==> src/rtl/ex_mem_pipe.sv <==
// ex_mem_pipe: execute->memory boundary, valid/ready with 2-entry skid.
// Optional stall counter port when EX_MEM_PERF_CNT_EN is defined.
//
// Ports:
//   clk, rst          clock, synchronous active-high reset
//   flush             drop all held entries
//   in_*              execute-side handshake and payload
//   out_*             memory-side handshake and held entry
//   out_misaligned    misalignment flag captured with the entry
//   fwd_*             forwarding tap for the hazard unit
//   stall_cycles      (EX_MEM_PERF_CNT_EN) out_valid && !out_ready count
module ex_mem_pipe #(
  parameter int XLEN       = 32,
  parameter int REG_ADDR_W = 5
) (
  input  logic                  clk,
  input  logic                  rst,
  input  logic                  flush,
  input  logic                  in_valid,
  output logic                  in_ready,
  input  logic [XLEN-1:0]       in_alu_result,
  input  logic                  in_alu_zero,
  input  logic [XLEN-1:0]       in_store_data,
  input  logic [REG_ADDR_W-1:0] in_rd,
  input  logic                  in_reg_write,
  input  logic                  in_mem_read,
  input  logic                  in_mem_write,
  input  logic [2:0]            in_funct3,
  output logic                  out_valid,
  input  logic                  out_ready,
  output logic [XLEN-1:0]       out_alu_result,
  output logic                  out_alu_zero,
  output logic [XLEN-1:0]       out_store_data,
  output logic [REG_ADDR_W-1:0] out_rd,
  output logic                  out_reg_write,
  output logic                  out_mem_read,
  output logic                  out_mem_write,
  output logic [2:0]            out_funct3,
  output logic                  out_misaligned,
  output logic                  fwd_valid,
  output logic [REG_ADDR_W-1:0] fwd_rd,
  output logic [XLEN-1:0]       fwd_value
`ifdef EX_MEM_PERF_CNT_EN
  ,
  output logic [31:0]           stall_cycles
`endif
);

  typedef struct packed {
    logic [XLEN-1:0]       alu_result;
    logic                  alu_zero;
    logic [XLEN-1:0]       store_data;
    logic [REG_ADDR_W-1:0] rd;
    logic                  reg_write;
    logic                  mem_read;
    logic                  mem_write;
    logic [2:0]            funct3;
    logic                  misaligned;
  } ent_t;

  ent_t r_main;
  ent_t r_skid;
  logic r_main_valid;
  logic r_skid_valid;

  ent_t w_in;
  logic w_mis;
  logic w_accept;
  logic w_drain;

  always_comb begin
    w_mis = 1'b0;
    unique case (in_funct3[1:0])
      2'b01:   w_mis = in_alu_result[0];
      2'b10:   w_mis = |in_alu_result[1:0];
      default: w_mis = 1'b0;
    endcase
    // Non-memory ops never trap on alignment.
    if (!(in_mem_read || in_mem_write))
      w_mis = 1'b0;
  end

  always_comb begin
    w_in            = '0;
    w_in.alu_result = in_alu_result;
    w_in.alu_zero   = in_alu_zero;
    w_in.store_data = in_store_data;
    w_in.rd         = in_rd;
    w_in.reg_write  = in_reg_write;
    w_in.mem_read   = in_mem_read;
    w_in.mem_write  = in_mem_write;
    w_in.funct3     = in_funct3;
    w_in.misaligned = w_mis;
  end

  // Ready depends only on held state and flush, never on out_ready.
  assign in_ready = !r_skid_valid && !flush;
  assign w_accept = in_valid && in_ready;
  assign out_valid = r_main_valid;
  assign w_drain = r_main_valid && out_ready;

  always_ff @(posedge clk) begin
    if (rst) begin
      r_main_valid <= 1'b0;
      r_skid_valid <= 1'b0;
      r_main       <= '0;
      r_skid       <= '0;
    end else if (flush) begin
      r_main_valid <= 1'b0;
      r_skid_valid <= 1'b0;
    end else begin
      if (!r_main_valid || w_drain) begin
        if (r_skid_valid) begin
          r_main       <= r_skid;
          r_main_valid <= 1'b1;
          r_skid_valid <= 1'b0;
        end else if (w_accept) begin
          r_main       <= w_in;
          r_main_valid <= 1'b1;
        end else begin
          r_main_valid <= 1'b0;
        end
      end
      // Main is held this cycle, so the new entry parks in the skid.
      if (w_accept && r_main_valid && !w_drain) begin
        r_skid       <= w_in;
        r_skid_valid <= 1'b1;
      end
    end
  end

  assign out_alu_result = r_main.alu_result;
  assign out_alu_zero   = r_main.alu_zero;
  assign out_store_data = r_main.store_data;
  assign out_rd         = r_main.rd;
  assign out_reg_write  = r_main.reg_write;
  assign out_mem_read   = r_main.mem_read;
  assign out_mem_write  = r_main.mem_write;
  assign out_funct3     = r_main.funct3;
  assign out_misaligned = r_main.misaligned;

  assign fwd_valid = r_main_valid && r_main.reg_write
                   && (r_main.rd != '0);
  assign fwd_rd    = r_main.rd;
  assign fwd_value = r_main.alu_result;

`ifdef EX_MEM_PERF_CNT_EN
  logic [31:0] r_stall;
  always_ff @(posedge clk) begin
    if (rst)
      r_stall <= '0;
    else if (r_main_valid && !out_ready)
      r_stall <= r_stall + 32'd1;
  end
  assign stall_cycles = r_stall;
`endif

  a_skid_implies_main: assert property (
    @(posedge clk) disable iff (rst)
    r_skid_valid |-> r_main_valid
  );

endmodule

==> config.mk <==
export PLATFORM = sky130hd
export DESIGN_NAME = ex_mem_pipe
export DESIGN_NICKNAME = d
export VERILOG_FILES = /design/src/rtl/ex_mem_pipe.sv
export SDC_FILE = /design/constraint.sdc
export NUM_CORES = 1
export LEC_CHECK = 0
export BUFFER_PORTS_ARGS = -buffer_cell sky130_fd_sc_hd__buf_4
export CAP_MARGIN = 30
export CORE_MARGIN = 2
export CORE_UTILIZATION = 55
export DETAILED_ROUTE_END_ITERATION = 6
export PLACE_DENSITY = 0.81
export SETUP_SLACK_MARGIN = 0.15
export SLEW_MARGIN = 20
export SYNTH_ARGS = -nofsm -noshare
export SYNTH_HDL_FRONTEND = slang
export SYNTH_SLANG_ARGS = --single-unit
==> constraint.sdc <==
create_clock -name clk -period 2.5 [get_ports clk]
set_input_delay 0.25 -clock clk [delete_from_list [all_inputs] [get_ports clk]]
set_output_delay 0.25 -clock clk [all_outputs]
set_load 0.005 [all_outputs]
==> summary.md <==
| Metric | Value |
|---|---|
| Startpoint types | `flip-flop` |
| Number of setup violations in the final report | `0` |
| Clock sink count | `156` |
| Clock power frac | `43.0%` |
| PD cells | `677.6 nW/um2` |
| Filler Cell Count | `1001` |
| Failing checks | `DRC` |
| Post-CTS sizing | `0` |
| IO buf count | `197` |
| Area grow syn2layout | `24.09%` |
| Synth top area share | `43.86%` |
| Top cells by area, synth | `dfxtp_1, mux2i_1, a311oi_1, a31oi_1, a21oi_1` |
| All-Layer GR Usage | `28.37%` |
| Rel. slew slack | `40.72%` |
| Internal | `4.530 mW` |
| Fmax | `479.6 MHz` |
| DRT met1 WL | `8048 um` |
| Core area | `12620 um2` |
| CP delay by family, top | `simple AND/OR/NAND/NOR gates` |
| Die height | `117.8 um` |
| Crit-path max cell delay | `0.74 ns` |
| Primary FF master, synth | `dfxtp_1` |
| Final hold violations | `0` |
| Num CTS Buffers | `17` |
| DRC violations left | `1` |
| Worst-path clk slew | `0.06 ns` |
| Post-Syn Instances | `779` |
| Routed wire length on met3 | `1395 um` |
| Antenna diodes | `0` |
| RSZ-0062 raised after global routing | `no` |
| Antenna Nets Post-Route | `0` |
| Crit end category | `flip-flop` |
| Largest net degree at the start of global routing | `80` |
| CTS root buf | `clkbuf_16` |
| Antenna violations before repair | `0` |
| Syn Nets | `862` |
| Final period utilization | `83.40%` |
| H-tree depth | `4` |
| Post-Route WL | `20430 um` |
| Max Cap Violations | `0` |
| Worst path cell trace | `nand2b_4 -> and2_2 -> buf_4 -> a311oi_1` |
| Worst-Skew Late Latency | `0.42 ns` |
| Sw Pwr | `1.457 mW` |
| Worst path required time | `2.78 ns` |
| Die Width | `117.8 um` |
| Top routing layer in use | `met4` |
| DP HPWL | `12410 um` |
| Nets | `956` |
| Combinational power share | `12.6%` |
| Setup Buffers After CTS | `0` |
| Ys async rst share | `0%` |
| Hold Crit Class | `in2reg` |
| EDFF count, synth | `0` |
| GRT overflow | `0` |
| Setup TNS | `0 ns` |
| Clock tree buffer depth | `2` |
| Clk_skew | `0.007849 ns` |
| Vias | `6756` |
| Critical path class | `reg2reg` |
| CP max-delay cell | `and2_2` |
| Status | `finished with violations` |
| I/O pins | `198` |
| Synth area leader | `dfxtp_1` |
| Final Max Slew Viols | `0` |
| Row cnt | `41` |
| Cts hold-fix bufs | `0` |
| WP data arrival | `2.37 ns` |
| Fraction of layout cells with a size suffix above 1 | `28.67%` |
| Yosys reg bits | `156` |
| Final min period | `2.085 ns` |
| Switch share | `24.33%` |
| Peak supply drop | `0.4484 mV` |
| Via-to-Cell Ratio | `6.386` |
| Starting DRT DRC Count | `661` |
| Worst-Margin Slew | `0.8892 ns` |
| Yosys synthesis warning count | `0` |
| Vias in the first global route | `6451` |
| Syn Area/Cell | `9.141 um2` |
| Initial Util | `56.42%` |
| First-pass GRT wire length | `32400 um` |
| Post-Syn Area | `7121 um2` |
| DRT Pass-1 Iters | `7` |
| Wire per inst | `19.31 um` |
| Die area | `13870 um2` |
| Crit path max fanout | `40` |
| Most common cell in the netlist | `dfxtp_1` |
| Met2 WL post-DR | `10470 um` |
| GPL Wtd Cong | `0.8173` |
| Most frequent cells after synthesis | `dfxtp_1, a21oi_1, a311oi_1, a31oi_1, mux2i_1` |
| CP bufs+invs | `1` |
| Netlist cell types | `30` |
| Post-synthesis sequential area ratio | `43.86%` |
| Sequential share of power | `44.4%` |
| Hold Slack | `0.06361 ns` |
| Leak | `3.191 nW` |
| CTS tree | `built` |
## power by group through the flow
stage	clock (mW)	sequential [mW]	combinational (mW)
floorplan	0	2.70	0.405
global placement	0	2.70	0.724
detailed placement	0	2.71	0.746
CTS	2.60	2.66	0.751
global route	2.73	2.67	0.813
finish	2.57	2.66	0.756
## final cells by class
cell class                      count  area [um2]  area share, %
Clock inverter                     13       148.9          1.685
Tap cell                          172       215.2          2.436
Sequential cell                   156        3127          35.39
Clock buffer                       19       442.9          5.013
Multi-Input combinational cell    480        3256          36.85
Timing Repair Buffer              214        1632          18.46
Inverter                            4       15.01         0.1699
## state kept, by name (all words and copies together), names as in the netlist
register and flops:
fwd_rd 5, fwd_value 32, out_alu_zero 1, out_funct3 3
out_mem_read 1, out_mem_write 1, out_misaligned 1, out_reg_write 1
out_store_data 32, out_valid 1, r_skid 77, r_skid_valid 1
## layer usage
layer	vias to the layer above	track usage [%]
met5	-	0
met1	3264	34.20
li1	3131	-
met3	39	7.461
met4	0	11.37
met2	322	48.11
## worst paths after layout
check / cells past startpoint / slack (ns) / endpoint / start
worst max register to register: 4 / 0.42 / out_store_data[1] / out_valid
worst min register to register: 2 / 0.48 / r_skid[20] / r_skid[20]
worst max-delay path: 4 / 0.42 / out_store_data[1] / out_valid
worst min-delay path: 2 / 0.06 / r_skid_valid / flush
## layout by cell type, fill, tap and decap left out, drive strengths merged
cell and instances:
a211oi 1, a21oi 77, a311oi 77, a31oi 77
and2 1, buf 214, bufinv 3, clkbuf 19
clkinv 8, clkinvlp 2, dfxtp 156, ha 2
inv 4, mux2i 77, nand2b 1, nand3 76
nor2 3, nor2b 1, nor4 1, nor4b 1
o21ai 77, o21bai 1, o311a 1, o41ai 1
or2 1, or3 2, or4 1, or4b 1
## through the flow
step	instance area [um2]	worst slack, ns	util, %	cells	power [mW]
finish	8836	0.4151	70.02	1058	5.987
global route	8836	0.3558	70.02	1058	6.213
CTS	8836	0.4716	70.02	1058	6.009
detailed placement	8244	0.4818	65.33	1026	3.455
global placement	8244	0.5667	65.33	1026	3.429
floorplan	7121	0.9904	-	779	3.105
## cell families (layout without fill, tap and decap cells)
family,Yosys count,count (layout),synth area share (%)
AO/OA/AOI/OAI,312,312,27.64
AND/OR/NAND/NOR,89,89,6.625
buffers and inverters,143,250,10.70
multiplexers,77,77,10.82
adder cells (fa/ha/maj),2,2,0.3514
flip-flops,156,156,43.86
No activity file was read; power rests on OpenSTA's default activity.
